$ cat config.mk
export PLATFORM = sky130hd
export DESIGN_NAME = lvds_pixel_feeder_flat
export DESIGN_NICKNAME = d
export VERILOG_FILES = /design/src/rtl/lvds_pixel_feeder_if.sv /design/src/rtl/lvds_pixel_feeder.sv /design/src/flat_wrapper.sv
export SDC_FILE = /design/constraint.sdc
export NUM_CORES = 1
export LEC_CHECK = 0
export CORE_MARGIN = 5
export CORE_UTILIZATION = 35
export DETAILED_ROUTE_END_ITERATION = 16
export PLACE_DENSITY = 0.52
export SYNTH_ARGS = -nofsm -noshare
export SYNTH_HDL_FRONTEND = slang
export SYNTH_SLANG_ARGS = --single-unit
$ cat constraint.sdc
create_clock -name i_clk_in -period 7.2 [get_ports i_clk_in]
set_input_delay 2.16 -clock i_clk_in [delete_from_list [all_inputs] [get_ports i_clk_in]]
set_output_delay 2.16 -clock i_clk_in [all_outputs]
set_load 0.05 [all_outputs]
$ cat src/rtl/lvds_pixel_feeder_if.sv
// Upstream pixel stream from the frame-buffer reader: RGB888 plus start-of-frame marker.
// Latency: none, this only bundles wires.
// Backpressure: valid/ready; a pixel moves on a cycle where both are high.
interface lvds_pixel_feeder_if;
    logic        s_valid;
    logic        s_ready;
    logic [23:0] s_data;
    logic        s_sof;

    modport master (output s_valid, output s_data, output s_sof, input s_ready);
    modport slave  (input s_valid, input s_data, input s_sof, output s_ready);
endinterface

$ cat src/rtl/lvds_pixel_feeder.sv
// Pixel FIFO plus raster timing generator feeding the LVDS serializer, one pixel per clock.
// Latency: every output is registered one clock after the counter position it describes.
// Backpressure: s_ready = !full (and low in reset); the raster never stalls, so an empty FIFO is an underflow.
module lvds_pixel_feeder #(
    parameter int          HACTIVE         = 1280,
    parameter int          HTOTAL          = 1440,
    parameter int          VACTIVE         = 800,
    parameter int          VTOTAL          = 823,
    parameter int          FIFO_DEPTH      = 16,
    parameter logic [23:0] UNDERFLOW_COLOR = 24'h000000
) (
    input  logic                i_clk_in,
    input  logic                i_rst,
    lvds_pixel_feeder_if.slave  s_if,
    output logic [7:0]          o_red,
    output logic [7:0]          o_green,
    output logic [7:0]          o_blue,
    output logic                o_hsync,
    output logic                o_vsync,
    output logic                o_dataenable,
    output logic                o_frame_start,
    output logic                o_underflow,
    output logic                o_locked
);
    localparam int HW = $clog2(HTOTAL);
    localparam int VW = $clog2(VTOTAL);
    localparam int AW = $clog2(FIFO_DEPTH);

    typedef enum logic [1:0] {ST_WAIT_SOF, ST_RUN, ST_RESYNC} state_t;

    logic [HW-1:0] r_hcount;
    logic [VW-1:0] r_vcount;
    logic [24:0]   r_mem [FIFO_DEPTH];
    logic [AW-1:0] r_wr_ptr;
    logic [AW-1:0] r_rd_ptr;
    logic [AW:0]   r_count;
    state_t        r_state;
    state_t        w_next_state;
    logic [23:0]   r_rgb;
    logic          r_hsync, r_vsync, r_de, r_fs, r_uf, r_locked;

    logic        w_h_act, w_v_act, w_active, w_origin;
    logic        w_empty, w_full, w_wr, w_pop, w_head_sof, w_fs, w_uf_set;
    logic [24:0] w_head;
    logic [23:0] w_rgb;

    assign w_h_act    = r_hcount < HW'(HACTIVE);
    assign w_v_act    = r_vcount < VW'(VACTIVE);
    assign w_active   = w_h_act && w_v_act;
    assign w_origin   = (r_hcount == '0) && (r_vcount == '0);
    assign w_empty    = (r_count == '0);
    assign w_full     = (r_count == (AW+1)'(FIFO_DEPTH));
    assign s_if.s_ready = !i_rst && !w_full;
    assign w_wr       = s_if.s_valid && s_if.s_ready;
    assign w_head     = r_mem[r_rd_ptr];
    assign w_head_sof = w_head[24];

    // Free-running raster counters, independent of lock state
    always_ff @(posedge i_clk_in) begin
        if (i_rst) begin
            r_hcount <= '0;
            r_vcount <= '0;
        end else if (r_hcount == HW'(HTOTAL - 1)) begin
            r_hcount <= '0;
            r_vcount <= (r_vcount == VW'(VTOTAL - 1)) ? '0 : r_vcount + 1'b1;
        end else begin
            r_hcount <= r_hcount + 1'b1;
        end
    end

    // FIFO storage; contents need no reset since the count gates every read
    always_ff @(posedge i_clk_in) begin
        if (w_wr) r_mem[r_wr_ptr] <= {s_if.s_sof, s_if.s_data};
    end

    // FIFO pointers and occupancy; a write while empty only becomes readable next cycle
    always_ff @(posedge i_clk_in) begin
        if (i_rst) begin
            r_wr_ptr <= '0;
            r_rd_ptr <= '0;
            r_count  <= '0;
        end else begin
            if (w_wr)  r_wr_ptr <= r_wr_ptr + 1'b1;
            if (w_pop) r_rd_ptr <= r_rd_ptr + 1'b1;
            r_count <= r_count + (AW+1)'(w_wr) - (AW+1)'(w_pop);
        end
    end

    // State register
    always_ff @(posedge i_clk_in) begin
        if (i_rst) r_state <= ST_WAIT_SOF;
        else       r_state <= w_next_state;
    end

    // Next state: RUN drops out on an empty or misaligned active pixel; otherwise wait for sof at origin
    always_comb begin
        w_next_state = r_state;
        case (r_state)
            ST_RUN: begin
                if (w_active && (w_empty || (w_head_sof != w_origin))) w_next_state = ST_RESYNC;
            end
            default: begin
                if (!w_empty && w_head_sof && w_origin) w_next_state = ST_RUN;
            end
        endcase
    end

    // Per-state pop decision and pixel selection
    always_comb begin
        w_pop    = 1'b0;
        w_rgb    = UNDERFLOW_COLOR;
        w_fs     = 1'b0;
        w_uf_set = 1'b0;
        case (r_state)
            ST_RUN: begin
                if (!w_active) begin
                    w_rgb = '0;
                end else if (w_empty) begin
                    w_uf_set = 1'b1;
                end else if (w_head_sof == w_origin) begin
                    w_pop = 1'b1;
                    w_rgb = w_head[23:0];
                    w_fs  = w_origin;
                end
            end
            default: begin
                if (!w_empty) begin
                    if (!w_head_sof) begin
                        w_pop = 1'b1;
                    end else if (w_origin) begin
                        w_pop = 1'b1;
                        w_rgb = w_head[23:0];
                        w_fs  = 1'b1;
                    end
                end
            end
        endcase
    end

    // Output registers, one clock behind the counters; underflow is sticky until reset
    always_ff @(posedge i_clk_in) begin
        if (i_rst) begin
            r_rgb    <= '0;
            r_hsync  <= 1'b0;
            r_vsync  <= 1'b0;
            r_de     <= 1'b0;
            r_fs     <= 1'b0;
            r_uf     <= 1'b0;
            r_locked <= 1'b0;
        end else begin
            r_rgb    <= w_rgb;
            r_hsync  <= w_h_act;
            r_vsync  <= w_v_act;
            r_de     <= w_active;
            r_fs     <= w_fs;
            r_uf     <= r_uf | w_uf_set;
            r_locked <= (w_next_state == ST_RUN);
        end
    end

    assign o_red         = r_rgb[23:16];
    assign o_green       = r_rgb[15:8];
    assign o_blue        = r_rgb[7:0];
    assign o_hsync       = r_hsync;
    assign o_vsync       = r_vsync;
    assign o_dataenable  = r_de;
    assign o_frame_start = r_fs;
    assign o_underflow   = r_uf;
    assign o_locked      = r_locked;
endmodule

$ cat src/flat_wrapper.sv
// flat-port wrapper written by rule: the top's interface ports become plain ports
module lvds_pixel_feeder_flat 
#(
    parameter int          HACTIVE         = 1280,
    parameter int          HTOTAL          = 1440,
    parameter int          VACTIVE         = 800,
    parameter int          VTOTAL          = 823,
    parameter int          FIFO_DEPTH      = 16,
    parameter logic [23:0] UNDERFLOW_COLOR = 24'h000000
)
  (i_clk_in, i_rst, o_red, o_green, o_blue, o_hsync, o_vsync, o_dataenable, o_frame_start, o_underflow, o_locked, s_if_s_valid, s_if_s_data, s_if_s_sof, s_if_s_ready);
  lvds_pixel_feeder_if s_if_i ();
  input  logic i_clk_in;
  input  logic i_rst;
  output logic [7:0] o_red;
  output logic [7:0] o_green;
  output logic [7:0] o_blue;
  output logic o_hsync;
  output logic o_vsync;
  output logic o_dataenable;
  output logic o_frame_start;
  output logic o_underflow;
  output logic o_locked;
  input wire logic [$bits(s_if_i.s_valid)-1:0] s_if_s_valid;
  input wire logic [$bits(s_if_i.s_data)-1:0] s_if_s_data;
  input wire logic [$bits(s_if_i.s_sof)-1:0] s_if_s_sof;
  output wire logic [$bits(s_if_i.s_ready)-1:0] s_if_s_ready;
  assign s_if_i.s_valid = s_if_s_valid;
  assign s_if_i.s_data = s_if_s_data;
  assign s_if_i.s_sof = s_if_s_sof;
  assign s_if_s_ready = s_if_i.s_ready;
  lvds_pixel_feeder #(.HACTIVE(HACTIVE), .HTOTAL(HTOTAL), .VACTIVE(VACTIVE), .VTOTAL(VTOTAL), .FIFO_DEPTH(FIFO_DEPTH), .UNDERFLOW_COLOR(UNDERFLOW_COLOR)) u_core (.i_clk_in(i_clk_in), .i_rst(i_rst), .s_if(s_if_i), .o_red(o_red), .o_green(o_green), .o_blue(o_blue), .o_hsync(o_hsync), .o_vsync(o_vsync), .o_dataenable(o_dataenable), .o_frame_start(o_frame_start), .o_underflow(o_underflow), .o_locked(o_locked));
endmodule
==> results of run 1 <==
synth_stat cells (all sizes together), types with 7 or more instances:
cell / count / area, sq um
xor2: 17 / 149
nor2: 74 / 328
edfxtp: 400 / 12000
mux2: 26 / 293
nor3: 11 / 55.1
inv: 23 / 86.3
mux2i: 28 / 280
a21oi: 11 / 58.8
mux4: 98 / 2210
nand2: 40 / 150
o211ai: 24 / 180
nand4: 10 / 62.6
clkbuf: 21 / 92.6
nand3: 9 / 45.0
and3: 7 / 45.1
ha: 18 / 225
buf: 25 / 160
dfxtp: 70 / 1400
stage by stage:
stage	setup WS [ns]	total power [mW]
2_1_floorplan	1.93	4.18
3_3_place_gp	1.30	4.54
3_5_place_dp	1.30	4.55
4_1_cts	1.29	7.18
5_1_grt	1.27	7.40
6_report	1.35	7.05
registers in the layout, indices dropped and copies added, names as in the netlist, named ones only:
name                  cells
u_core.r_mem            400
u_core.r_rgb             24
u_core.r_hcount          11
u_core.r_vcount          10
u_core.r_count            5
u_core.r_rd_ptr           4
u_core.r_wr_ptr           4
u_core.r_state            2
u_core.o_dataenable       1
u_core.o_frame_start      1
u_core.o_hsync            1
u_core.o_locked           1
u_core.o_underflow        1
u_core.o_vsync            1
where the power goes:
group	internal (mW)	total, mW	leakage (nW)	switching (mW)
registers	3.05	3.17	4.18	0.121
clock network	1.52	2.60	0.820	1.08
logic	0.591	1.28	1.67	0.688
total	5.17	7.05	6.66	1.89
per-layer routing:
layer	routed length, um	up-vias
li1	-	3994
met1	17200	4555
met2	18700	140
met3	1330	48
met4	823	0
met5	0	-
cells by family after synthesis:
group,Yosys count
DFF,470
and+or+nand+nor,181
muxes,152
buffers and inverters,69
AOI/OAI and AO/OA,53
xor gates and xnor gates,23
adders and majority gates,19
cell type report:
cell class              count  area share (%)
multi-input cells         428            21.9
clock inverters            28            1.44
repair buffers             73            3.24
flip-flops and latches    470            62.7
well taps                 680            3.97
clock buffers              65            6.35
inverters                  23           0.403
worst max-delay path by stage:
stage,end,depth (start not counted)
final,s_if_s_ready,3
after global routing,s_if_s_ready,3
after CTS,s_if_s_ready,3
after detailed placement,s_if_s_ready,3
after global placement,s_if_s_ready,3
after floorplan,s_if_s_ready,2
cell usage in the layout (no fill, tap or decap), types with 4 or more instances in the layout:
cell type / n
and3_1: 6
nor3_1: 7
nor2_4: 12
clkinv_2: 8
o21ai_0: 4
clkdlybuf4s50_1: 58
clkbuf_8: 5
clkbuf_1: 8
a21oi_1: 10
bufinv_16: 5
nor2_1: 42
edfxtp_1: 400
mux2i_1: 28
nor2_2: 20
dfxtp_1: 66
buf_4: 15
o211ai_1: 24
xnor2_1: 6
nand2_1: 40
nand2b_1: 4
mux4_2: 98
ha_1: 18
mux2_2: 24
xor2_1: 17
nand4_1: 10
inv_1: 23
nor3_2: 4
clkinv_1: 8
clkbuf_16: 50
nand3_1: 9
worst reg2reg max path: stages (launching register included):
cell and delay (ns):
dfxtp_2 0.76, buf_4 0.46, mux4_2 0.38, nand2b_2 0.09, and4_2 0.24, nor2_1 0.07, ha_1 0.29, or3b_2 0.46
o32ai_1 0.40, nand2_1 0.22, inv_1 0.10, ha_1 0.22, inv_1 0.05, ha_1 0.15, inv_1 0.06, fa_1 0.42
inv_1 0.07, a21oi_1 0.06, nor2_1 0.12, or3_1 0.12, a21oi_1 0.06
==> impl_metrics.py, run 1 <==
metrics = {
    "sta": {
        "rsz0062_at_grt": "no",
        "setup_viol": 0,
        "fmax_mhz": 171,
        "clock_skew_ns": 0.0197,
        "final_hold_viol_count": 0,
        "slew_violations": 0,
        "fin_crit_ns": 5.85,
        "period_share_pct": 81.3,
        "tightest_slew_ns": 1.09,
        "holdWs_ns": 0.459,
        "slew-limit-headroom_pct": 27.1,
        "fin_tns_setup_ns": 0,
    },
    "power": {
        "power_density_mw_per_mm2": 330,
        "ir_drop_mv": 0.217,
        "leakagePower_nw": 6.66,
    },
    "clock_tree": {
        "cts.path.max_buffers": 3,
        "ctsResizeCount": 0,
        "post_cts_buffers": 0,
        "clockRootBuffer": "clkbuf_16",
        "cts_hold_buf": 0,
        "cts_tree": "done",
        "cts_made_buffers": 50,
        "htree_levels": 2,
        "clk_pin_slew_worst_paths_ns": 0.06,
        "cts_sinks": 470,
        "clock_latency_ns": 0.60,
    },
    "layout": {
        "nFillCells": 4578,
        "final_nets": 1093,
        "n_antenna_cell": 0,
        "final_cells": 1767,
        "drive_gt1_share_pct": 24.6,
        "multi_input_area_sq_mm": 0.00468,
        "syn2layout_area_growth_pct": 16.9,
        "finish.utilization_pct": 41.5,
        "final_cell_area_sq_mm": 0.0214,
        "seq_area_sq_mm": 0.0134,
    },
    "detailed_routing": {
        "drc": 0,
        "routed_wl_um": 38100,
        "num_vias": 8737,
        "drtIter0Drc": 499,
        "avgRoutedWirePerCell_um": 21.6,
        "first_pass_iters": 5,
        "antenna_left": 0,
        "via_per_inst": 4.94,
    },
    "critical_path": {
        "critPathKind": "in2out",
        "crit_path_max_fanout": 2,
        "cp_common_cell": "clkdlybuf4s50_1",
        "cp_cell_sequence": "clkdlybuf4s50_1 > a31oi_1 > clkdlybuf4s50_1",
        "r2r_slack_ns": 2.27,
        "critPathRequiredTime_ns": 5.04,
        "critPathLaunchType": "input pin",
        "end_kind": "output port",
        "reg2reg_to": "u_core.r_count[4]$_SDFF_PP0_",
        "r2r_cells": 20,
        "crit_slowest_cell": "clkdlybuf4s50_1",
        "path_buf_inv": 2,
        "crit_path_max_incr_delay_ns": 0.84,
        "critPathTopFamily": "buffers and inverters",
        "critical_path_arrival_ns": 3.69,
        "cp-startpoint": "i_rst",
    },
    "grt": {
        "grt_pass1_wl_um": 58600,
        "gr-usage-met3_pct": 2.26,
        "groute.layer.met2.usage_pct": 22.1,
        "track_usage_pct": 13.6,
        "grt_pass1_vias": 9327,
        "grt_max_degree": 55,
        "use_met1_pct": 18.8,
        "grt_busiest_layer": "met2",
        "grt_antenna_before_repair": 0,
        "overflow": 0,
    },
    "synthesis": {
        "synth_xor_area_share_pct": 1.10,
        "synth_compound_gate_area_share_pct": 2.17,
        "yosys.area_share.simple_pct": 5.13,
        "synthArstFlopShare_pct": 0,
        "muxShareOfSynthArea_pct": 15.2,
        "ys_warn_count": 0,
        "synth.avg_cell_area_sq_um": 18.9,
        "synth-main-ff-cell": "edfxtp_1",
        "ys_seq_area_share_pct": 73.2,
        "synth_nets": 1014,
        "synth_top_family_by_area": "multiplexers",
        "synth_fa_ha_area_share_pct": 1.34,
        "ys_types": 59,
        "syn_inst": 967,
        "synth_edf_count": 400,
        "synth_seq_cells": 470,
        "mappedNetlistArea_sq_mm": 0.0183,
    },
    "outcome": {
        "status": "completed",
    },
    "floorplanning": {
        "start_util_pct": 35.5,
        "core_sq_mm": 0.0516,
        "rows": 83,
        "die_area_sq_mm": 0.0570,
        "num_io_pins": 59,
        "die_w_um": 239,
        "die_h_um": 239,
    },
    "hold_path": {
        "min-delay-start": "u_core.o_underflow$_SDFF_PP0_",
        "hp-class": "reg2reg",
        "whs_path_depth": 2,
        "min_to": "u_core.o_underflow$_SDFF_PP0_",
    },
    "placed_design": {
        "io_buffers": 58,
        "dp_cells": 1674,
        "hpwlAfterDp_um": 21300,
        "place_area_sq_mm": 0.0197,
        "place_congestion": 0.720,
    },
    "run": {
        "drv_cap": 0,
    },
}
Power figures use the tool's default switching activity.
==> run 2, diff against run 1 <==
==> constraint.sdc (replaced) <==
create_clock -name i_clk_in -period 5.9 [get_ports i_clk_in]
set_input_delay 1.77 -clock i_clk_in [delete_from_list [all_inputs] [get_ports i_clk_in]]
set_output_delay 1.77 -clock i_clk_in [all_outputs]
set_load 0.05 [all_outputs]
==> impl_metrics.py, run 2 (synthesized netlist as in run 1, its figures left out) <==
metrics = {
    "outcome": {
        "status": "completed",
    },
    "clock_tree": {
        "cts_sinks": 470,
        "clockRootBuffer": "clkbuf_16",
        "cts_hold_buf": 0,
        "post_cts_buffers": 0,
        "clock_latency_ns": 0.58,
        "ctsResizeCount": 0,
        "clk_pin_slew_worst_paths_ns": 0.06,
        "htree_levels": 2,
        "cts_tree": "done",
        "cts_made_buffers": 50,
        "cts.path.max_buffers": 3,
    },
    "critical_path": {
        "critPathLaunchType": "input pin",
        "critical_path_arrival_ns": 2.76,
        "critPathRequiredTime_ns": 4.13,
        "crit_path_max_fanout": 2,
        "cp-startpoint": "i_rst",
        "end_kind": "output port",
        "critPathKind": "in2out",
    },
    "floorplanning": {
        "die_h_um": 239,
        "core_sq_mm": 0.0516,
        "die_area_sq_mm": 0.0570,
        "die_w_um": 239,
        "start_util_pct": 35.5,
        "num_io_pins": 59,
        "rows": 83,
    },
    "grt": {
        "grt_pass1_vias": 9457,
        "overflow": 0,
        "grt_max_degree": 62,
        "track_usage_pct": 14.1,
        "grt_pass1_wl_um": 60800,
        "grt_antenna_before_repair": 1,
    },
    "sta": {
        "fin_ws_ns": 1.37,
        "rsz0062_at_grt": "no",
        "fin_tns_setup_ns": 0,
        "final_hold_viol_count": 0,
        "slew-limit-headroom_pct": 31.7,
        "slew_violations": 0,
        "period_share_pct": 76.7,
        "fmax_mhz": 221,
        "holdWs_ns": 0.450,
        "setup_viol": 0,
        "fin_crit_ns": 4.53,
        "clock_skew_ns": 0.0159,
        "tightest_slew_ns": 1.02,
    },
    "detailed_routing": {
        "first_pass_iters": 5,
        "top_layer_used": "met4",
        "avgRoutedWirePerCell_um": 22.6,
        "wirelength_met1_um": 18100,
        "met3_length_um": 1280,
        "drc": 0,
        "routed_wl_um": 40100,
        "drtIter0Drc": 621,
        "via_per_inst": 4.97,
        "num_vias": 8823,
        "met2_length_um": 19700,
        "antenna_left": 0,
    },
    "power": {
        "clock_power_share_pct": 36.0,
        "p_seq_share_pct": 45.1,
        "power_mw": 8.50,
        "power_density_mw_per_mm2": 397,
        "ir_drop_mv": 0.283,
        "power.internal_mw": 6.25,
        "swShare_pct": 26.5,
        "leakagePower_nw": 6.70,
        "p_sw_mw": 2.25,
        "pwr-share-comb_pct": 18.9,
    },
    "placed_design": {
        "place_congestion": 0.751,
        "io_buffers": 58,
        "place_area_sq_mm": 0.0198,
        "dp_cells": 1683,
        "hpwlAfterDp_um": 23300,
        "dp_slack_ns": 1.32,
    },
    "layout": {
        "top_regs": "u_core.r_mem: 400 flops, u_core.r_rgb: 24 flops, u_core.r_hcount: 11 flops",
        "final_cell_mix": "edfxtp_1, mux4_2, dfxtp_1",
        "finish.utilization_pct": 41.5,
        "top_register": "u_core.r_mem",
        "final_nets": 1102,
        "syn2layout_area_growth_pct": 17.0,
        "drive_gt1_share_pct": 25.1,
        "final_cell_area_sq_mm": 0.0214,
        "final_common_cell": "edfxtp_1",
        "n_antenna_cell": 0,
        "final_cells": 1774,
        "largest_register_ffs": 400,
    },
    "run": {
        "drv_cap": 0,
    },
    "hold_path": {
        "hp-class": "reg2reg",
        "min-delay-start": "u_core.r_rd_ptr[3]$_SDFFE_PP0N_",
    },
}
[run 2: cell types whose count changed in the layout (fill, tap and decap cells not counted), sizes merged]
| cell | delta |
|---|---|
| clkdlybuf4s50 | -1 |
| inv | -2 |
| clkinv | -3 |
| clkinvlp | -2 |
| bufinv | -2 |
| buf | +10 |
| clkbuf | +7 |
[run 2: layout make-up]
cell class | instances | area [sq um]
fill | 4597 | 30200
sequential | 470 | 13400
multi-input combinational | 428 | 4680
clock buffer | 72 | 1420
tap | 680 | 851
timing repair buffer | 82 | 783
clock inverter | 19 | 184
inverter | 23 | 86.3
[run 2: worst max-delay path: stages]
cell and delay (ns):
clkdlybuf4s50_1 0.46, a31oi_1 0.33, buf_12 0.19
[run 2: power by group through the flow]
stage               clock, mW  sequential (mW)  combinational [mW]
floorplan                   0             4.03                1.07
global placement            0             3.92                1.65
detailed placement          0             3.92                1.65
CTS                      3.15             3.85                1.65
global route             3.29             3.86                1.75
finish                   3.06             3.84                1.61
[run 2: metal layers]
| layer | up-vias | global-route usage [%] |
|---|---|---|
| li1 | 4018 | - |
| met1 | 4606 | 19.4 |
| met2 | 131 | 23.2 |
| met3 | 68 | 2.26 |
| met4 | 0 | 4.49 |
| met5 | - | 0 |
[run 2: path summary, 6_finish.rpt]
kind                            cells after the start  slack (ns)                           end
worst max-delay path                                3        1.37                  s_if_s_ready
worst min-delay path                                2        0.45                     flip-flop
worst max register to register                     19        1.39  u_core.r_count[4]$_SDFF_PP0_
worst min register to register                      2        0.45                     flip-flop
==> run 3, diff against run 2 <==
==> constraint.sdc (replaced) <==
create_clock -name i_clk_in -period 4.7 [get_ports i_clk_in]
set_input_delay 1.41 -clock i_clk_in [delete_from_list [all_inputs] [get_ports i_clk_in]]
set_output_delay 1.41 -clock i_clk_in [all_outputs]
set_load 0.05 [all_outputs]
==> impl_metrics.py, run 3 (synthesized netlist as in run 1, its figures left out) <==
metrics = {
    "floorplanning": {
        "die_h_um": 239,
        "core_sq_mm": 0.0516,
        "num_io_pins": 59,
        "start_util_pct": 35.5,
        "die_w_um": 239,
        "die_area_sq_mm": 0.0570,
        "rows": 83,
    },
    "layout": {
        "syn2layout_area_growth_pct": 18.5,
        "final_nets": 1119,
        "multi_input_area_sq_mm": 0.00469,
        "final_cell_mix": "edfxtp_1, mux4_2, dfxtp_1",
        "final_common_cell": "edfxtp_1",
        "nFillCells": 4545,
        "n_antenna_cell": 0,
        "top_regs": "u_core.r_mem: 400 flops, u_core.r_rgb: 24 flops, u_core.r_hcount: 11 flops",
        "top_register": "u_core.r_mem",
        "largest_register_ffs": 400,
        "drive_gt1_share_pct": 26.7,
        "final_cells": 1792,
        "seq_area_sq_mm": 0.0134,
    },
    "grt": {
        "grt_busiest_layer": "met2",
        "grt_pass1_vias": 9454,
        "grt_max_degree": 45,
        "overflow": 0,
        "gr-usage-met3_pct": 2.50,
        "grt_antenna_before_repair": 0,
        "groute.layer.met2.usage_pct": 22.9,
        "grt_pass1_wl_um": 61100,
        "track_usage_pct": 14.2,
        "use_met1_pct": 20.1,
    },
    "sta": {
        "period_share_pct": 91.8,
        "fin_crit_ns": 4.32,
        "fmax_mhz": 232,
        "final_hold_viol_count": 0,
        "slew_violations": 0,
        "rsz0062_at_grt": "no",
        "clock_skew_ns": 0.0311,
        "setup_viol": 0,
        "slew-limit-headroom_pct": 38.0,
        "tightest_slew_ns": 0.930,
        "fin_tns_setup_ns": 0,
    },
    "power": {
        "power_density_mw_per_mm2": 499,
        "leakagePower_nw": 6.83,
        "swShare_pct": 26.3,
        "p_seq_share_pct": 44.0,
        "ir_drop_mv": 0.299,
        "power.internal_mw": 7.99,
        "pwr-share-comb_pct": 19.0,
        "p_sw_mw": 2.85,
        "clock_power_share_pct": 36.9,
    },
    "critical_path": {
        "critPathKind": "reg2reg",
        "crit_path_max_fanout": 6,
        "critPathLaunchType": "flip-flop",
        "critical_path_arrival_ns": 4.78,
        "end_kind": "flip-flop",
        "critPathRequiredTime_ns": 5.16,
    },
    "placed_design": {
        "place_congestion": 0.768,
        "io_buffers": 58,
        "dp_cells": 1701,
        "hpwlAfterDp_um": 22900,
    },
    "clock_tree": {
        "htree_levels": 2,
        "post_cts_buffers": 0,
        "clock_latency_ns": 0.59,
        "cts_sinks": 470,
        "cts_tree": "done",
        "clk_pin_slew_worst_paths_ns": 0.06,
        "cts_made_buffers": 49,
        "cts.path.max_buffers": 3,
        "clockRootBuffer": "clkbuf_16",
    },
    "detailed_routing": {
        "num_vias": 8989,
        "avgRoutedWirePerCell_um": 22.6,
        "antenna_left": 0,
        "routed_wl_um": 40600,
        "via_per_inst": 5.02,
        "drc": 0,
        "drtIter0Drc": 570,
        "first_pass_iters": 5,
    },
    "hold_path": {
        "hp-class": "reg2reg",
    },
    "run": {
        "drv_cap": 0,
    },
    "outcome": {
        "status": "completed",
    },
}
## run 3: cell count changes in the layout (fill, tap and decap cells not counted), sizes merged
cell / previous run / this run
buf: 25 / 43
clkbuf: 72 / 63
bufinv: 3 / 7
clkinvlp: 0 / 4
clkinv: 14 / 16
inv: 25 / 24
## run 3: power groups by stage
stage	sequential (mW)	combinational [mW]	clock, mW
after floorplan	5.05	1.35	0
after global placement	4.86	2.12	0
after detailed placement	4.86	2.11	0
after CTS	4.78	2.12	4.12
after global routing	4.79	2.25	4.31
final	4.77	2.06	4.01
## run 3: worst max-delay path, cell delays in order (launching register included)
cell and delay (ns):
dfxtp_1 0.36, or3_1 0.40, or4_4 0.46, or3_4 0.37
inv_1 0.07, ha_1 0.24, or3b_2 0.48, o32ai_2 0.27
nand2_1 0.17, inv_1 0.08, ha_1 0.22, inv_1 0.05
ha_1 0.15, inv_1 0.06, fa_1 0.42, inv_1 0.07
a21oi_1 0.06, nor2_1 0.11, or3_1 0.12, a21oi_1 0.05
## run 3: final timing paths
| kind | from | depth (start not counted) | to | slack [ns] |
|---|---|---|---|---|
| setup / recovery | u_core.r_vcount[6]$_SDFFE_PP0P_ | 19 | u_core.r_count[4]$_SDFF_PP0_ | 0.38 |
| hold / removal | u_core.o_underflow$_SDFF_PP0_ | 2 | u_core.o_underflow$_SDFF_PP0_ | 0.45 |
| setup reg to reg | u_core.r_vcount[6]$_SDFFE_PP0P_ | 19 | u_core.r_count[4]$_SDFF_PP0_ | 0.38 |
| hold reg to reg | u_core.o_underflow$_SDFF_PP0_ | 2 | u_core.o_underflow$_SDFF_PP0_ | 0.45 |
## run 3: cell type report
cell class	instances	share of cell area [%]
well taps	680	3.92
clock buffers	63	6.13
inverters	23	0.398
multi-input cells	428	21.6
clock inverters	28	1.60
flip-flops and latches	470	61.8
repair buffers	100	4.52
## run 3: stage by stage
step	hold WS, ns	util, %	cell area, sq um	power, mW	worst slack, ns
after floorplan	0.430	-	18300	6.40	0.371
after global placement	0.436	38.8	20000	6.98	0.350
after detailed placement	0.450	38.8	20000	6.98	0.287
after CTS	0.459	42.0	21700	11.0	0.277
after global routing	0.498	42.1	21700	11.4	0.107
final	0.451	42.1	21700	10.8	0.384
## run 3: routing by layer
metal / up-vias / share of wire, %
met4: 0 / 1.9
met2: 163 / 48
met5: - / 0
met3: 58 / 3.9
met1: 4717 / 46
li1: 4051 / -
## run 3: repair_timing
| item | 4_1_cts | 5_1_grt |
|---|---|---|
| resized for setup | 0 | 1 |
| hold buffers | 0 | 0 |
| endpoints found under the setup margin | 0 | 1 |
